`src/rtl/dct_row_serializer.sv`:
```
// Double-banked row buffer: captures an 8-word coefficient row in parallel and
// streams it out one word per cycle on a ready/valid port.
module dct_row_serializer #(
    parameter int unsigned WIDTH = 32
) (
    input  logic             clk,
    input  logic             reset,
    input  logic             in_valid,
    input  logic [WIDTH-1:0] I0,
    input  logic [WIDTH-1:0] I1,
    input  logic [WIDTH-1:0] I2,
    input  logic [WIDTH-1:0] I3,
    input  logic [WIDTH-1:0] I4,
    input  logic [WIDTH-1:0] I5,
    input  logic [WIDTH-1:0] I6,
    input  logic [WIDTH-1:0] I7,
    output logic             in_ready,
    output logic [WIDTH-1:0] out_data,
    output logic             out_valid,
    input  logic             out_ready,
    output logic [2:0]       out_index,
    output logic             out_last,
    output logic             overflow
);

    logic [WIDTH-1:0] bank_q [2][8];
    logic [WIDTH-1:0] row_in [8];

    logic       wp_q, wp_d;
    logic       rp_q, rp_d;
    logic [1:0] count_q, count_d;
    logic [2:0] rd_idx_q, rd_idx_d;
    logic       overflow_q, overflow_d;

    logic capture, drop, xfer, bank_done;

    always_comb begin
        row_in[0] = I0;
        row_in[1] = I1;
        row_in[2] = I2;
        row_in[3] = I3;
        row_in[4] = I4;
        row_in[5] = I5;
        row_in[6] = I6;
        row_in[7] = I7;
    end

    // in_ready looks only at the registered count, so a bank freed this cycle
    // is not reusable until the next one.
    always_comb begin
        in_ready  = (count_q < 2'd2) && !reset;
        out_valid = (count_q != 2'd0);
        capture   = in_valid && in_ready;
        drop      = in_valid && !in_ready && !reset;
        xfer      = out_valid && out_ready;
        bank_done = xfer && (rd_idx_q == 3'd7);
    end

    always_comb begin
        wp_d       = wp_q;
        rp_d       = rp_q;
        count_d    = count_q;
        rd_idx_d   = rd_idx_q;
        overflow_d = overflow_q | drop;

        if (capture) begin
            wp_d = ~wp_q;
        end
        if (xfer) begin
            rd_idx_d = rd_idx_q + 3'd1;
        end
        if (bank_done) begin
            rp_d = ~rp_q;
        end

        unique case ({capture, bank_done})
            2'b10:   count_d = count_q + 2'd1;
            2'b01:   count_d = count_q - 2'd1;
            default: count_d = count_q;
        endcase
    end

    always_ff @(posedge clk) begin
        if (reset) begin
            wp_q       <= 1'b0;
            rp_q       <= 1'b0;
            count_q    <= 2'd0;
            rd_idx_q   <= 3'd0;
            overflow_q <= 1'b0;
        end else begin
            wp_q       <= wp_d;
            rp_q       <= rp_d;
            count_q    <= count_d;
            rd_idx_q   <= rd_idx_d;
            overflow_q <= overflow_d;
        end
    end

    // Bank contents need no reset; out_data is gated while nothing is valid.
    always_ff @(posedge clk) begin
        if (capture) begin
            for (int k = 0; k < 8; k++) begin
                bank_q[wp_q][k] <= row_in[k];
            end
        end
    end

    always_comb begin
        out_data  = out_valid ? bank_q[rp_q][rd_idx_q] : '0;
        out_index = rd_idx_q;
        out_last  = out_valid && (rd_idx_q == 3'd7);
        overflow  = overflow_q;
    end

endmodule
```
`config.mk`:
```
export PLATFORM = sky130hd
export DESIGN_NAME = dct_row_serializer
export DESIGN_NICKNAME = d
export VERILOG_FILES = /design/src/rtl/dct_row_serializer.sv
export SDC_FILE = /design/constraint.sdc
export NUM_CORES = 1
export LEC_CHECK = 0
export CORE_MARGIN = 4
export CORE_UTILIZATION = 46
export DETAILED_ROUTE_END_ITERATION = 8
export PLACE_DENSITY_LB_ADDON = 0.12
export SYNTH_ARGS = -nofsm -noshare
export SYNTH_HDL_FRONTEND = slang
export SYNTH_SLANG_ARGS = --single-unit
```
`constraint.sdc`:
```
create_clock -name clk -period 38.5 [get_ports clk]
set_input_delay 5.775 -clock clk [delete_from_list [all_inputs] [get_ports clk]]
set_output_delay 5.775 -clock clk [all_outputs]
set_load 0.005 [all_outputs]
```
**Word level (Yosys, flattened, before mapping)**

Memory sizes are Yosys's and may differ from the RTL's. A register that Yosys moved wholly into a read port is not among the register bits.
Index checks and enable logic that the tools add are counted.

- Register bits after elaboration: 8
- Bits in writable memories: 512
- Output and inout bits: 39
- Memories: 1

Memories:

| name | depth | width | read ports | clocked after Yosys merged registers in | wr ports | RTL line | RTL |
|---|---|---|---|---|---|---|---|
| bank_q | 2 | 256 | 1 | 1 | 1 | 26 | `logic [WIDTH-1:0] bank_q [2][8];` |

- Add/sub/neg operators: 3
- Order comparisons: 2
- Eq/ne operators: 3
- Mux-type cells: 9
- Bitwise gates (word level): 4
- Reduce and logical (&&, ||, !) cells: 11

Operators by type and width:

| kind | number |
|---|---|
| $bmux W32 S3 | 1 |
| $mux W32 | 3 |
| $logic_and A1 B1 Y1 | 7 |
| $ge A4 B4 Y1 const B | 1 |
| $mux W1 | 4 |
| $not A3 Y4 | 1 |
| $pmux W2 S2 | 1 |
| $reduce_bool A2 Y1 | 2 |
| $add A3 B1 Y3 const B | 1 |
| $eq A3 B3 Y1 const B | 1 |
| $add A2 B1 Y2 const B | 1 |
| $eq A2 B1 Y1 const B | 1 |
| $eq A2 B2 Y1 const B | 1 |
| $logic_not A1 Y1 | 2 |
| $lt A2 B2 Y1 const B | 1 |
| $not A1 Y1 | 2 |
| $sub A2 B1 Y2 const B | 1 |
| $or A1 B1 Y1 | 1 |

**Logic depth before layout (Yosys ltp)**

Gate-level depths: netlist of run 1.

- Depth in word-level cells: 6
- Depth in mapped cells: 7
- Depth with buffers taken out: 7

**Worst setup path after synthesis of run 1**

Ideal clock, no wire load.

- Path kind: input-to-reg
- Start: in reset
- End: mem bank_q[0][0] (netlist name), enable pin
- Setup time: 878 ps
- Data arrival time: 16878 ps
- Slack: 20745 ps
- Stages on the path: 4
- Path buffers: 1
- Cell sequence: clkbuf_1 nor2_1 nand2_1 nor2_1

- Cells in the longest elaborated chain, start to end: 5

RTL lines:

| what | RTL line | RTL |
|---|---|---|
| start: declaration | 7 | `input logic reset,` |
| $logic_not A1 Y1 | 51 | `in_ready = (count_q < 2'd2) && !reset;` |
| $logic_and A1 B1 Y1 | 51 |  |
| net in_ready | 17 | `output logic in_ready,` |
| $logic_and A1 B1 Y1 | 53 | `capture = in_valid && in_ready;` |
| $mux W1 | 101 | `if (capture) begin` |
| $mux W1 (not written as such) | 103 | `bank_q[wp_q][k] <= row_in[k];` |
| end: declaration | 26 |  |

The timed path passes the listed nets, and every way through them passes these cells.

**Worst setup path in the final report of run 1**

- Start: in reset
- End: out in_ready

- Cells in the longest elaborated chain, start to end: 2

RTL lines:

| what | RTL line |
|---|---|
| $logic_not A1 Y1 | 51 |
| $logic_and A1 B1 Y1 | 51 |
| end: declaration | 17 |

No other way between the ends.

==> results.sh, run 1 <==
export IMPL_outcome="finished clean"
export IMPL_worstPathMaxFanout=10
export IMPL_synth_xor_area_share=0.00215
export IMPL_nets=1673
export IMPL_rows=76
export IMPL_worst_path_most_repeated_cell="clkdlybuf4s50_1"
export IMPL_ant_nets=0
export IMPL_synth_simple_gate_area_frac=0.0277
export IMPL_clockRootBuffer="clkbuf_16"
export IMPL_hold_class="reg -> reg"
export IMPL_synthMuxAreaShare=0.126
export IMPL_grt_pass1_wl_um=68900
export IMPL_dp_final_hpwl_um=28900
export IMPL_synth_fa_ha_area_frac=0.00184
export IMPL_dieArea_um2=47700
export IMPL_grt_usage=0.195
export IMPL_first_pass_iters=5
export IMPL_slowest_delay_ps=570
export IMPL_drive_gt1_frac=0.0696
export IMPL_cts_buffers=54
export IMPL_overflow=0
export IMPL_die_x_um=218
export IMPL_worstSkewPairLatency_ps=580
export IMPL_synth_edf_count=512
export IMPL_syn_inst=1105
export IMPL_htreeDepth=2
export IMPL_crit_chain="clkdlybuf4s50_1 -> nor2_1 -> clkdlybuf4s50_1"
export IMPL_seq_area_frac_synth=0.763
export IMPL_cts_sinks=521
export IMPL_drv_cap=0
export IMPL_finClkSkew_ps=20.4
export IMPL_first_iter_violations=953
export IMPL_vias=10800
export IMPL_drc=0
export IMPL_setup_violations=0
export IMPL_finalHoldViolations=0
export IMPL_synth_common_cells="edfxtp_1 (512), mux2i_1 (256), a22oi_1 (128)"
export IMPL_critPathArrivalTime_ps=7140
export IMPL_synth_top_family_by_area="multiplexers"
export IMPL_post_cts_buffers=0
export IMPL_grt_antenna_before_repair=13
export IMPL_synth_seq_cells=521
export IMPL_syn2layout_area_growth_pct=24.8
export IMPL_rsz0062_at_grt="false"
export IMPL_total_power_mw=1.25
export IMPL_startpoint_type="input port"
export IMPL_crit_family="buffers and inverters"
export IMPL_gp_congestion=0.763
export IMPL_synth_flop_cell="edfxtp_1"
export IMPL_cp_data_required_time_ps=32720
export IMPL_cts_tree="done"
export IMPL_die_y_um=218
export IMPL_cp_num_buf_inv=2
export IMPL_crit_slowest_cell="clkdlybuf4s50_1"
export IMPL_postLayoutSetupSlackWorst_ps=25590
export IMPL_portBuffers=298
export IMPL_synth_compound_area_frac=0.0484
export IMPL_grt_max_degree=140
export IMPL_io_pins=299
export IMPL_wl_per_cell_um=23.4
export IMPL_start_util=0.469
export IMPL_netlist_cell_type_count=27
export IMPL_clock_fmax_mhz=77.5
export IMPL_synth_area_leaders="edfxtp_1 (75%), mux2i_1 (13%), a22oi_1 (4.7%), nand3_1 (1.6%), buf_12 (1.1%)"
export IMPL_netlist_area_um2=20400
export IMPL_yosysMostFrequentCell="edfxtp_1"
export IMPL_fill_cells=3379
export IMPL_coreArea_um2=43500
export IMPL_cts_resized=0
export IMPL_synth_fp_nets=1368
export IMPL_fin_setup_tns_ps=0
export IMPL_period_needed_ps=12910
export IMPL_synth_top_cell_area_share=0.754
export IMPL_worstMarginPinSlew_ps=1120
export IMPL_synth_avg_cell_area_um2=18.4
export IMPL_viasPerCell=5.31
export IMPL_fin_crit_sh=0.335
export IMPL_drt_wl_total_um=47700
export IMPL_preCtsSetupSlack_ps=25590
export IMPL_cts_hold_buffers=0
export IMPL_cts_clk_slew_worst_paths_ps=60
export IMPL_ys_async_sr_fraction=0
export IMPL_leakage_nw=7.91
export IMPL_power_per_cell_area_nw_per_um2=49.1
export IMPL_ys_warn_count=0
export IMPL_slew_viol_final=0
export IMPL_worstSetupEndpointType="primary output"
export IMPL_max_vdd_ir_drop_mv=0.0400
export IMPL_slew_headroom=0.256
export IMPL_grt_pass1_vias=11000
export IMPL_yosys_area_top_type="edfxtp_1"
export IMPL_cts_buffer_depth=3
export IMPL_worstSetupPathType="in -> out"
[worst min-delay path, cell delays in order, from the launching register on]
cell	delay [ps]
dfxtp_1	330
a21oi_1	40
nor2_1	70
[layout make-up]
type	instances	area, um2	area share
timing repair buffer	315	3120	0.123
clock buffer	63	1410	0.0553
tap	585	732	0.0288
sequential	521	15600	0.612
multi-input combinational	518	4240	0.167
clock inverter	35	360	0.0142
antenna	6	15.0	0.000590
[per-layer routing]
layer,track usage,routed length (um),vias to the layer above
li1,-,-,5058
met1,0.268,20400,5401
met2,0.307,22700,291
met4,0.0539,928,16
met5,0,100,-
met3,0.0596,3620,75
[final timing paths]
| check | endpoint | startpoint | cells after the start | slack, ps |
|---|---|---|---|---|
| max | in_ready | reset | 3 | 25590 |
| min | overflow | overflow | 2 | 480 |
| max reg2reg | bank_q[1][79] | count_q[1] | 4 | 34830 |
| min reg2reg | overflow | overflow | 2 | 480 |
[kinds of logic after synthesis]
family / after synthesis
compound gates: 133
buf+inv: 66
flops: 521
xor+xnor: 5
simple gates: 121
mux: 256
fa+ha+maj: 3
[sequential cells by signal (all words and copies together) (netlist names), named ones only]
| register | count |
|---|---|
| rp_q | 1 |
| wp_q | 1 |
| overflow | 1 |
| bank_q | 512 |
| count_q | 2 |
| out_index | 3 |
[power breakdown]
group / leakage, nW / total (mW) / internal [mW] / switching (mW)
Combinational: 2.27 / 0.0784 / 0.0391 / 0.0393
Clock: 0.871 / 0.519 / 0.313 / 0.206
Sequential: 4.77 / 0.652 / 0.647 / 0.00469
[per-stage QoR]
| step | area [um2] | hold slack [ps] | utilization | cells |
|---|---|---|---|---|
| floorplan | 20400 | 460 | - | 1105 |
| global placement | 23700 | 462 | 0.544 | 1939 |
| detailed placement | 23700 | 466 | 0.544 | 1939 |
| CTS | 25400 | 480 | 0.585 | 2037 |
| global route | 25400 | 539 | 0.585 | 2039 |
| finish | 25400 | 476 | 0.585 | 2043 |
[placed cells by master, fill, tap and decap left out, drive strengths merged, types with 17 or more instances in the layout]
master and instances:
a22oi 128, nand2 36, edfxtp 512, clkinv 26, clkbuf 63, buf 17
mux2i 256, clkdlybuf4s50 298, nand3 66
No activity file was read; power rests on OpenSTA's default activity.
==> run 2, diff against run 1 <==
==> constraint.sdc (replaced) <==
create_clock -name clk -period 13.3 [get_ports clk]
set_input_delay 1.995 -clock clk [delete_from_list [all_inputs] [get_ports clk]]
set_output_delay 1.995 -clock clk [all_outputs]
set_load 0.005 [all_outputs]
==> results.sh, run 2 (synthesized netlist as in run 1, its figures left out) <==
export IMPL_outcome="finished clean"
export IMPL_coreArea_um2=43500
export IMPL_nets=1667
export IMPL_overflow=0
export IMPL_worstPathMaxFanout=139
export IMPL_cp_data_required_time_ps=11310
export IMPL_crit_family="buffers and inverters"
export IMPL_rows=76
export IMPL_top_register="bank_q"
export IMPL_crit_chain="buf_12 -> mux2i_1 -> a22oi_1 -> nand3_1 -> nand2_1 -> clkdlybuf4s50_1"
export IMPL_dieArea_um2=47700
export IMPL_finalNonFillerCells=2033
export IMPL_fin_setup_tns_ps=0
export IMPL_slew_headroom=0.170
export IMPL_start_util=0.469
export IMPL_first_iter_violations=834
export IMPL_cts_sinks=521
export IMPL_viasPerCell=5.37
export IMPL_worstSetupPathType="reg -> out"
export IMPL_first_pass_iters=5
export IMPL_worstSkewPairLatency_ps=580
export IMPL_finalHoldViolations=0
export IMPL_r2r_setup_slack_ps=9970
export IMPL_wl_per_cell_um=23.6
export IMPL_largest_reg_flops=512
export IMPL_post_cts_buffers=0
export IMPL_dp_final_hpwl_um=28800
export IMPL_die_x_um=218
export IMPL_cts_buffers=53
export IMPL_grt_antenna_before_repair=9
export IMPL_syn2layout_area_growth_pct=24.1
export IMPL_slowest_delay_ps=1100
export IMPL_grt_max_degree=182
export IMPL_worstMarginPinSlew_ps=1250
export IMPL_fin_crit_sh=0.477
export IMPL_cts_tree="done"
export IMPL_cts_hold_buffers=0
export IMPL_rsz0062_at_grt="false"
export IMPL_drv_cap=0
export IMPL_slew_viol_final=0
export IMPL_final_common_cell="edfxtp_1"
export IMPL_crit_slowest_cell="dfxtp_4"
export IMPL_gp_congestion=0.751
export IMPL_die_y_um=218
export IMPL_finClkSkew_ps=11.0
export IMPL_portBuffers=298
export IMPL_drc=0
export IMPL_cts_clk_slew_worst_paths_ps=60
export IMPL_io_pins=299
export IMPL_power_per_cell_area_nw_per_um2=139
export IMPL_ant_nets=0
export IMPL_cts_resized=0
export IMPL_leakage_nw=7.82
export IMPL_setup_violations=0
export IMPL_htreeDepth=2
export IMPL_clock_fmax_mhz=158
export IMPL_startpoint_type="register"
export IMPL_drive_gt1_frac=0.0631
export IMPL_max_vdd_ir_drop_mv=0.0956
export IMPL_final_cell_mix="edfxtp_1 (512), clkdlybuf4s50_1 (298), mux2i_1 (256)"
export IMPL_grt_usage=0.195
export IMPL_grt_pass1_wl_um=69200
export IMPL_hold_worst_slack_ps=483
export IMPL_cp_num_buf_inv=2
export IMPL_vias=10900
export IMPL_clockRootBuffer="clkbuf_16"
export IMPL_critPathArrivalTime_ps=4350
export IMPL_drt_wl_total_um=48000
export IMPL_grt_pass1_vias=11100
export IMPL_worstSetupEndpointType="primary output"
export IMPL_cts_buffer_depth=3
export IMPL_dp_cells=1934
export IMPL_period_needed_ps=6350
export IMPL_hold_class="reg -> reg"
run 2: cell types whose count changed in the layout (fill, tap and decap cells not counted):
cell       change
clkbuf_1       +9
clkinv_2       -5
clkinv_1       -8
buf_12         +1
buf_4          -6
diode_2        -1
bufinv_16      -6
clkbuf_8       +6
run 2: final timing paths:
check / start / end / cells after the start
worst max-delay path: register / out_data[3] / 6
worst max register to register: count_q[1] / bank_q[1][202] / 4
worst min-delay path: overflow / overflow / 2
worst min register to register: overflow / overflow / 2
run 2: where the power goes:
group	switching (mW)	leakage [nW]	internal [mW]	total [mW]
sequential	0.0138	4.77	1.87	1.89
clock	0.577	0.808	0.825	1.40
combinational	0.117	2.24	0.113	0.230
run 2: layout make-up:
type	count	area [um2]
antenna	5	12.5
clock buffer	78	1520
clock inverter	16	125
fill	3370	18200
multi-input combinational	518	4240
sequential	521	15600
tap	585	732
timing repair buffer	310	3100
run 2: tightest hold or removal path, delay by kind of cell (launching register included):
family	cells	cell delay (ps)
flip-flops	1	330
AO/OA/AOI/OAI	1	40
AND/OR/NAND/NOR	1	80
run 2: per-layer routing:
layer	vias to the layer above	share of wire	track usage
li1	5041	-	-
met1	5495	0.44	0.281
met2	301	0.47	0.302
met3	74	0.063	0.0464
met4	12	0.021	0.0533
met5	-	0.0014	0
run 2: metrics by stage:
stage / instance area (um2) / total power, mW / setup WS [ps] / util
after detailed placement: 23600 / 2.15 / 7580 / 0.544
after floorplan: 20400 / 2.02 / 3660 / -
after global placement: 23600 / 2.15 / 7550 / 0.544
final: 25300 / 3.52 / 6950 / 0.582
after global routing: 25300 / 3.65 / 6850 / 0.582
after CTS: 25300 / 3.56 / 7080 / 0.582
==> run 3, diff against run 2 <==
==> constraint.sdc (replaced) <==
create_clock -name clk -period 6.4 [get_ports clk]
set_input_delay 0.96 -clock clk [delete_from_list [all_inputs] [get_ports clk]]
set_output_delay 0.96 -clock clk [all_outputs]
set_load 0.005 [all_outputs]
==> results.sh, run 3 (synthesized netlist as in run 1, its figures left out) <==
export IMPL_r2r_start="count_q[1]"
export IMPL_overflow=0
export IMPL_r2r_setup_slack_ps=4030
export IMPL_drc=0
export IMPL_finalNonFillerCells=2046
export IMPL_slew_headroom=0.220
export IMPL_slew_viol_final=0
export IMPL_hold_worst_slack_ps=491
export IMPL_worstMarginPinSlew_ps=1170
export IMPL_cts_resized=0
export IMPL_setup_violations=0
export IMPL_r2r_cells=3
export IMPL_cp_data_required_time_ps=5440
export IMPL_multi_input_area_um2=4240
export IMPL_fill_cells=3356
export IMPL_p_sw_mw=1.53
export IMPL_io_pins=299
export IMPL_r2r_end="bank_q[1][6]"
export IMPL_grt_antenna_before_repair=11
export IMPL_final_common_cell="edfxtp_1"
export IMPL_outcome="finished clean"
export IMPL_cts_buffer_depth=3
export IMPL_nets=1670
export IMPL_final_cell_mix="edfxtp_1 (512), clkdlybuf4s50_1 (298), mux2i_1 (256)"
export IMPL_dieArea_um2=47700
export IMPL_fin_setup_tns_ps=0
export IMPL_cts_sinks=521
export IMPL_coreArea_um2=43500
export IMPL_worstSetupEndpointType="primary output"
export IMPL_vias=11000
export IMPL_drt_wl_total_um=50300
export IMPL_dp_final_hpwl_um=32200
export IMPL_finalHoldViolations=0
export IMPL_grt_pass1_vias=11000
export IMPL_gp_congestion=0.807
export IMPL_combPwrFrac=0.067
export IMPL_htreeDepth=2
export IMPL_drv_cap=0
export IMPL_cts_hold_buffers=0
export IMPL_start_util=0.469
export IMPL_first_pass_iters=5
export IMPL_cts_buffers=53
export IMPL_cts_tree="done"
export IMPL_internal_power_mw=5.82
export IMPL_ff_latch_area_um2=15600
export IMPL_worstPathMaxFanout=48
export IMPL_seqPwrFrac=0.533
export IMPL_swShare=0.208
export IMPL_worstSetupPathType="reg -> out"
export IMPL_clockRootBuffer="clkbuf_16"
export IMPL_ant_nets=0
export IMPL_grt_pass1_wl_um=71500
export IMPL_power_per_cell_area_nw_per_um2=290
export IMPL_syn2layout_area_growth_pct=24.6
export IMPL_grt_max_degree=139
export IMPL_cts_clk_slew_worst_paths_ps=60
export IMPL_startpoint_type="register"
export IMPL_critPathArrivalTime_ps=3420
export IMPL_fin_crit_sh=0.684
export IMPL_final_util=0.585
export IMPL_portBuffers=298
export IMPL_worstSkewPairLatency_ps=580
export IMPL_largest_reg_flops=512
export IMPL_post_cts_buffers=0
export IMPL_wl_per_cell_um=24.6
export IMPL_startpoint="out_index[0]"
export IMPL_grt_usage=0.205
export IMPL_hold_class="reg -> reg"
export IMPL_rsz0062_at_grt="false"
export IMPL_die_x_um=218
export IMPL_first_iter_violations=1054
export IMPL_drive_gt1_frac=0.0675
export IMPL_dp_cells=1937
export IMPL_clock_fmax_mhz=229
export IMPL_top_register="bank_q"
export IMPL_leakage_nw=7.86
export IMPL_total_power_mw=7.35
export IMPL_rows=76
export IMPL_die_y_um=218
export IMPL_period_needed_ps=4380
export IMPL_clkPwrFrac=0.400
export IMPL_viasPerCell=5.39
export IMPL_max_vdd_ir_drop_mv=0.167
export IMPL_crit_path_end="out_data[10]"
export IMPL_finClkSkew_ps=13.1
## run 3: area by class of cell
| class | instances | share of cell area |
|---|---|---|
| Multi-Input combinational cell | 518 | 0.167 |
| Timing Repair Buffer | 313 | 0.126 |
| Sequential cell | 521 | 0.613 |
| Clock buffer | 68 | 0.0561 |
| Antenna cell | 10 | 0.000985 |
| Clock inverter | 31 | 0.00896 |
| Tap cell | 585 | 0.0288 |
## run 3: how the worst min path moves through the flow
stage / startpoint / end / depth (start not counted)
6_report: overflow / overflow / 2
5_1_grt: overflow / overflow / 2
4_1_cts: overflow / overflow / 2
3_5_place_dp: overflow / overflow / 2
3_3_place_gp: overflow / overflow / 2
2_1_floorplan: overflow / overflow / 2
## run 3: worst max-delay path: stages (launching register included)
cell and delay, ps:
dfxtp_1 540, nor2b_4 540, buf_4 670, a22oi_1 190, nand3_1 290, nand2_1 110
clkdlybuf4s50_1 450
## run 3: routing by layer
metal	GRT usage	up-vias	routed length [um]
li1	-	5068	-
met1	0.313	5494	23200
met2	0.293	382	22400
met3	0.0380	71	3390
met4	0.0788	4	1330
met5	0	-	23
## run 3: power groups by stage
| stage | clock network, mW | registers [mW] | logic, mW |
|---|---|---|---|
| after floorplan | 0 | 4.00 | 0.170 |
| after global placement | 0 | 3.99 | 0.493 |
| after detailed placement | 0 | 3.99 | 0.496 |
| after CTS | 3.01 | 3.92 | 0.498 |
| after global routing | 3.15 | 3.93 | 0.529 |
| final | 2.94 | 3.92 | 0.492 |
## run 3: through the flow
stage	instance area, um2	setup WS [ps]
3_5_place_dp	23700	2620
6_report	25400	2020
4_1_cts	25400	1990
5_1_grt	25400	1820
3_3_place_gp	23700	2660
2_1_floorplan	20400	677
